$ cat src/rtl/cdc_pkg.sv
// cdc_pkg: shared definitions for the clock-domain-crossing blocks.
//   hs_state_t - states of the four-phase handshake source FSM.
//   cnt_width  - counter width able to hold 0..timeout (never below 1 bit).
package cdc_pkg;

  typedef enum logic [1:0] {
    ST_IDLE = 2'd0,
    ST_REQ  = 2'd1,
    ST_DROP = 2'd2
  } hs_state_t;

  function automatic int unsigned cnt_width(input int unsigned timeout);
    int unsigned w;
    w = $clog2(timeout + 1);
    return (w < 1) ? 1 : w;
  endfunction

endpackage

$ cat src/rtl/bit_synchronizer.sv
// bit_synchronizer: NUM_OF_STAGE-deep flop chain bringing an asynchronous
// level into the clk domain. Flops clear asynchronously to 0.
//   clk      - destination clock
//   reset_n  - active-low asynchronous reset
//   data_in  - asynchronous input level(s)
//   data_out - synchronized output, last stage of the chain
module bit_synchronizer #(
  parameter int WIDTH        = 1,
  parameter int NUM_OF_STAGE = 2
) (
  input  logic             clk,
  input  logic             reset_n,
  input  logic [WIDTH-1:0] data_in,
  output logic [WIDTH-1:0] data_out
);

  logic [NUM_OF_STAGE-1:0][WIDTH-1:0] stage;

  always_ff @(posedge clk or negedge reset_n) begin
    if (!reset_n) begin
      stage <= '0;
    end else begin
      stage <= {stage[NUM_OF_STAGE-2:0], data_in};
    end
  end

  assign data_out = stage[NUM_OF_STAGE-1];

endmodule

$ cat src/rtl/sync_handshake_tx.sv
// sync_handshake_tx: transmit half of a four-phase req/ack CDC path.
// Accepts a word from a valid/ready producer, holds it on data_out and
// raises req_out, then walks the handshake against a synchronized ack.
// A watchdog flags a phase that lasts TIMEOUT cycles; it never aborts.
//   clk, reset   - clock and synchronous active-high reset
//   src_valid    - producer has a word
//   src_data     - producer's word
//   src_ready    - block can accept a word this cycle
//   ack_async    - acknowledge from the destination domain
//   req_out      - registered request to the destination
//   data_out     - captured word, stable while busy
//   busy         - handshake in progress (REQ or DROP)
//   xfer_done    - one-cycle pulse when the destination acknowledges
//   timeout_err  - sticky watchdog flag
//   err_clr      - clears timeout_err (a simultaneous set wins)
module sync_handshake_tx
  import cdc_pkg::*;
#(
  parameter int unsigned WIDTH       = 8,
  parameter int unsigned SYNC_STAGES = 2,
  parameter int unsigned TIMEOUT     = 1023
) (
  input  logic             clk,
  input  logic             reset,
  input  logic             src_valid,
  input  logic [WIDTH-1:0] src_data,
  output logic             src_ready,
  input  logic             ack_async,
  output logic             req_out,
  output logic [WIDTH-1:0] data_out,
  output logic             busy,
  output logic             xfer_done,
  output logic             timeout_err,
  input  logic             err_clr
);

  localparam int unsigned          CNT_W     = cnt_width(TIMEOUT);
  localparam logic [CNT_W-1:0]     TIMEOUT_C = CNT_W'(TIMEOUT);
  localparam bit                   WD_EN     = (TIMEOUT != 0);

  hs_state_t        state, state_nx;
  logic             ack_s;
  logic             accept;
  logic             to_drop;
  logic             wd_fire;
  logic [CNT_W-1:0] wd_cnt;

  bit_synchronizer #(
    .WIDTH        (1),
    .NUM_OF_STAGE (SYNC_STAGES)
  ) u_ack_sync (
    .clk      (clk),
    .reset_n  (~reset),
    .data_in  (ack_async),
    .data_out (ack_s)
  );

  always_ff @(posedge clk) begin
    if (reset) begin
      state <= ST_IDLE;
    end else begin
      state <= state_nx;
    end
  end

  // A new word is only taken once the previous ack has been seen low, so
  // a stale ack (e.g. after reset mid-transfer) cannot complete it.
  always_comb begin
    state_nx  = state;
    accept    = 1'b0;
    to_drop   = 1'b0;
    src_ready = 1'b0;
    case (state)
      ST_IDLE: begin
        src_ready = ~ack_s;
        if (src_valid && !ack_s) begin
          accept   = 1'b1;
          state_nx = ST_REQ;
        end
      end
      ST_REQ: begin
        if (ack_s) begin
          to_drop  = 1'b1;
          state_nx = ST_DROP;
        end
      end
      ST_DROP: begin
        if (!ack_s) begin
          state_nx = ST_IDLE;
        end
      end
      default: state_nx = ST_IDLE;
    endcase
  end

  always_ff @(posedge clk) begin
    if (reset) begin
      req_out   <= 1'b0;
      data_out  <= '0;
      busy      <= 1'b0;
      xfer_done <= 1'b0;
    end else begin
      busy      <= (state_nx != ST_IDLE);
      xfer_done <= to_drop;
      if (accept) begin
        data_out <= src_data;
        req_out  <= 1'b1;
      end else if (to_drop) begin
        req_out <= 1'b0;
      end
    end
  end

  // Counter is held at zero in IDLE so a saturated value cannot keep
  // re-setting the flag once the handshake has finished.
  assign wd_fire = WD_EN && (state != ST_IDLE) && (wd_cnt == TIMEOUT_C);

  always_ff @(posedge clk) begin
    if (reset) begin
      wd_cnt      <= '0;
      timeout_err <= 1'b0;
    end else begin
      if (accept || to_drop || state == ST_IDLE) begin
        wd_cnt <= '0;
      end else if (wd_cnt != TIMEOUT_C) begin
        wd_cnt <= wd_cnt + CNT_W'(1);
      end
      if (wd_fire) begin
        timeout_err <= 1'b1;
      end else if (err_clr) begin
        timeout_err <= 1'b0;
      end
    end
  end

endmodule
$ cat config.mk
export PLATFORM = sky130hd
export DESIGN_NAME = sync_handshake_tx
export DESIGN_NICKNAME = d
export VERILOG_FILES = /design/src/rtl/cdc_pkg.sv /design/src/rtl/bit_synchronizer.sv /design/src/rtl/sync_handshake_tx.sv
export SDC_FILE = /design/constraint.sdc
export NUM_CORES = 1
export LEC_CHECK = 0
export CAP_MARGIN = 0
export CORE_AREA = 2 2 70 45
export DETAILED_ROUTE_END_ITERATION = 10
export DIE_AREA = 0 0 72 47
export GPL_TIMING_DRIVEN = 0
export PLACE_DENSITY = 0.71
export REMOVE_ABC_BUFFERS = 1
export SLEW_MARGIN = 10
export SYNTH_ARGS = -nofsm -noshare
export SYNTH_HDL_FRONTEND = slang
export SYNTH_HIERARCHICAL = 1
export SYNTH_SLANG_ARGS = --single-unit
$ cat constraint.sdc
create_clock -name clk -period 1.4 [get_ports clk]
set_clock_uncertainty 0.05 [all_clocks]
set_input_delay 0.21 -clock clk [delete_from_list [all_inputs] [get_ports clk]]
set_output_delay 0.21 -clock clk [all_outputs]
set_load 0.01 [all_outputs]
### Word-level counts from Yosys, hierarchy flattened

Index checks and enable logic that the tools add are counted.

| operators by class | value |
|---|---|
| add/sub/neg operators | 1 |
| equal/unequal tests | 4 |
| mux-type cells | 13 |
| bitwise operators | 1 |
| reductions and logical operators | 11 |

Operators with widths:

| cell | count |
|---|---|
| 10-bit by 1-bit adder with 10-bit output (second input constant) | 1 |
| 10-bit equality test (second input constant) | 1 |
| 10-bit inequality test (second input constant) | 1 |
| 1-bit 2-to-1 mux | 9 |
| 2-bit nonzero test | 4 |
| 2-bit 2-to-1 mux | 3 |
| 2-bit one-hot mux with 3 select lines | 1 |
| 2-bit by 1-bit equality test with 1-bit output (second input constant) | 1 |
| 2-bit equality test (second input constant) | 1 |
| 1-bit logical AND | 2 |
| 2-bit zero test | 1 |
| 1-bit logical OR | 2 |
| 2-bit OR reduction | 1 |
| 1-bit zero test | 1 |
| 1-bit inverter | 1 |

| storage, ports and cells | value |
|---|---|
| register bits after elaboration | 26 |
| output and inout port bits | 13 |
| word-level logic and storage cells | 39 |

### Depth between registers and ports, before layout

| logic depth | value |
|---|---|
| depth after elaboration | 7 |
| mapped depth | 5 |
| mapped depth without buffers | 4 |

### Hierarchy

Netlist, hierarchy kept.

Modules (own cells, without submodules):

| module | instances | cells an instance | area an instance (µm²) |
|---|---|---|---|
| sync_handshake_tx | 1 | 125 | 1,076.0 |
| bit_synchronizer | 1 | 2 | 50.0 |

### Worst setup path after synthesis

OpenSTA, ideal clock, no wires.

| path | value |
|---|---|
| kind | flip-flop to flip-flop |
| from | reg wd_cnt[0] |
| to | reg wd_cnt[6] |
| setup time | 0.072 ns |
| data arrival time | 1.287 ns |
| slack | -0.009 ns |
| cell stages (with the launch flop) | 5 |
| period minus slack after synthesis | 1.409 ns |
| cells stage by stage | dfxtp_1 -> ha_1 -> nand4_1 -> a211oi_1 -> mux2i_1 |

| on the way | value |
|---|---|
| cells in the longest elaborated chain, start to end | 1 |
| elaborated cells between the ends (all ways) | 2 |
| those cells by class | 1 x add/sub; 1 x eq/ne |

RTL lines:

| what | line | text |
|---|---|---|
| start: declaration | sync_handshake_tx.sv:46 | `logic [CNT_W-1:0] wd_cnt;` |
| start signal: assignment | sync_handshake_tx.sv:126 | `wd_cnt <= wd_cnt + CNT_W'(1);` |
| 10-bit by 1-bit adder with 10-bit output / 10-bit inequality test (equally long branches) | sync_handshake_tx.sv:126, sync_handshake_tx.sv:125 |  |

Several ways; a longest one is shown, not always the timed one.
A chain may end at the register's enable or synchronous reset.

==> summary.md <==
| Metric | Value |
|---|---|
| Startpoint Class | flip-flop |
| Die area | approximately 0.0034 sq mm |
| Yosys reg bits | 26 |
| Vias in the first global route | about 960 |
| Clock transition at path regs | roughly 0.090 ns |
| Clock latency on the worst-skew pair | around 0.27 ns |
| DR WL met2 | 1.206 mm |
| Kind of critical path | flip-flop to flip-flop |
| Max Buffers Root-to-Sink | 2 |
| HPWL after detailed placement | ~1.9 mm |
| CTS Hold Bufs | 0 |
| First-pass GRT wire length | between 4 and 5 mm |
| M1 WL | between 1 and 1.5 mm |
| Placer Congestion | just under 0.9 |
| Critical path required time | roughly 1.5 ns |
| Row count | 15 |
| Initial DRC Count | 62 |
| CTS tree | built |
| Crit Reg-Reg Endpoint | data_out[2] |
| Final wirelength | around 2.7 mm |
| Fin crit period | between 1 and 1.5 ns |
| Leakage | 0.5762 nW |
| Predominant post-synthesis flop cell | dfxtp_1 |
| Diode count | 0 |
| Dpl ws | -0.3438 ns |
| Initial Utilization | between 40% and 50% |
| Drc violations | 0 |
| Initial antenna violation count | 0 |
| ANT nets after route | 0 |
| Routed via count | 1046 |
| Worst slew pin tran | ~0.50 ns |
| Area growth from synthesis to layout | 36.56% |
| Crit Path Max Fanout | 8 |
| # IOs | 26 |
| Slew Limit Fails | 0 |
| DR pass1 iterations | 4 |
| CTS Buf Count | 3 |
| Final worst slack | 0.02588 ns |
| Share of cells above drive strength 1 | a little under a fifth |
| Top layer in use | met4 |
| Final #Nets | about 170 |
| R2R setup slack | roughly 0.026 ns |
| WL met3 | 150 microns |
| Unrepaired setup endpoints after global routing | true |
| Seq/Total Area, Yosys | a little under half |
| Routed wire per std cell | between 10 and 15 microns |
| Fin Setup TNS | 0 ns |
| Root buf cell | clkbuf_8 |
| Unique masters post-synth | 36 |
| Synthesis Warnings | 6 |
| Filler cells | ~230 |
| IO buf count | 25 |
| VDD IR-drop max | approximately 0.52 mV |
| Critical path origin | u_ack_sync/data_out |
| GRT Util Overall | between 10% and 20% |
| Pin count of the biggest net entering global routing | 15 |
| Max-Cap Viols | 0 |
| Cells after synthesis | between 100 and 150 |
| H-tree depth | 1 |
| Die width | about 72 microns |
| Final Hold Viols | 0 |
| R2r worst-path depth | 3 |
| Post-synth ARST share | around 7.7% |
| Worst EP arrival | between 1 and 1.5 ns |
| Vias per cell | around 5.5 |
| HP Class | primary input to async pin |
| Post-Syn Area | 0.001126 sq mm |
| Die Y | roughly 47 microns |
| Total grt overflow | 0 |
| Period utilisation layout | between 90% and 100% |
| Power per standard cell area | a little under 900 mW/mm^2 |
| Setup violations, final | 0 |
| Number of flops mapped to enable cells by yosys | 0 |
| CTS sink count | 26 |
| Slew headroom | around two thirds |
| Fmax | about 730 MHz |
| Launching point of the worst reg2reg path | u_ack_sync/data_out |
| Worst setup endpoint | data_out[2] |
| Status | complete, no violations |
| Core area | 0.002759 sq mm |
| Mean post-synth cell area | 8.867 sq um |
| Nature of the critical path endpoint | flip-flop |
[cells in the mapped netlist (2+ instances only)]
master,instances,area share (%)
nor2_1,3,1.0
nor4_1,2,1.1
dfxtp_1,24,43
clkbuf_1,2,0.67
mux2i_1,2,1.8
nand2b_1,3,1.7
dfrtp_1,2,4.4
buf_2,4,1.8
nor3_1,8,3.6
inv_1,3,1.0
o211ai_1,4,2.7
and3_1,3,1.7
nand3_1,2,0.89
and2_1,2,1.1
a31oi_1,3,1.7
nand2_1,20,6.7
a21oi_1,15,6.7
nand4_1,4,2.2
a211oi_1,3,2.0
a41oi_1,2,1.6
[sequential cells by signal (all words and copies together) (netlist names)]
register	count
state	2
timeout_err	1
busy	1
wd_cnt	10
u_ack_sync/data_out	1
u_ack_sync/stage	1
data_out	8
req_out	1
xfer_done	1
[metal layers]
metal  up-vias  track usage (%)
met4         0            4.151
met1       485            22.86
met5         -                0
met3         2            4.936
met2        35            27.22
li1        524                -
[area by class of cell]
class | instances | area [sq um] | area share [%]
Multi-Input combinational cell | 91 | 590.6 | 38.41
Sequential cell | 26 | 545.5 | 35.48
Timing Repair Buffer | 33 | 302.8 | 19.69
Tap cell | 34 | 42.54 | 2.766
Clock buffer | 4 | 45.04 | 2.929
Inverter | 3 | 11.26 | 0.7323
[power breakdown]
group | leakage [nW] | internal, W | total, W | switching [W]
Sequential | 0.220 | 0.000758 | 0.000778 | 0.0000200
Combinational | 0.333 | 0.0000823 | 0.000144 | 0.0000613
Clock | 0.0228 | 0.000203 | 0.000421 | 0.000218
[critical path, cell delays in order (launching register included)]
cell and delay [ns]:
dfrtp_2 0.46, or4b_4 0.56, nand2_1 0.10, a21oi_1 0.06
[placed cells by master (no fill, tap or decap), types with 3 or more instances in the layout]
master	Yosys	final
a21oi_1	15	15
a31oi_1	3	3
buf_4	1	7
clkbuf_8	0	3
clkdlybuf4s50_1	0	13
dfxtp_1	24	19
dfxtp_4	0	3
dlygate4sd2_1	0	9
nand2_1	20	19
nand2b_1	3	3
nand4_1	4	4
nor2_1	3	3
nor3_1	8	8
o211ai_1	4	4
[cells by family after synthesis]
logic type                 after synthesis  synth area share, %
buffers and inverters                   10                4.112
and+or+nand+nor                         55                26.89
muxes                                    2                1.778
AOI/OAI and AO/OA                       33                19.00
DFF                                     26                47.11
adders and majority gates                1                1.111
[what timing repair did]
item / CTS / global route
pin swaps: 3 / 5
setup buffers: 3 / 5
setup endpoints to repair: 29 / 21
resized for setup: 26 / 10
[worst min-delay path by stage]
stage | cells after the start | endpoint | slack (ns) | start
finish | 2 | u_ack_sync/stage[0] | 0.01 | reset
CTS | 0 | u_ack_sync/data_out | 0.31 | u_ack_sync/stage[0]
detailed placement | 0 | u_ack_sync/data_out | 0.29 | u_ack_sync/stage[0]
floorplan | 1 | u_ack_sync/data_out | -0.05 | reset
global placement | 0 | u_ack_sync/data_out | 0.28 | u_ack_sync/stage[0]
global route | 2 | u_ack_sync/stage[0] | 0.05 | reset
[stage by stage]
| step | utilization [%] | std cells | hold slack [ns] | cell area, sq um | power, W |
|---|---|---|---|---|---|
| after floorplan | - | 120 | -0.05014 | 1091 | 0.0008513 |
| after global placement | 50.16 | 179 | 0.2827 | 1384 | 0.0009346 |
| after detailed placement | 50.16 | 179 | 0.2943 | 1384 | 0.0009393 |
| after CTS | 53.24 | 186 | 0.3147 | 1469 | 0.001349 |
| after global routing | 55.74 | 191 | 0.04923 | 1538 | 0.001406 |
| final | 55.74 | 191 | 0.01155 | 1538 | 0.001343 |
Note: power is estimated with default switching activity, not from simulation.
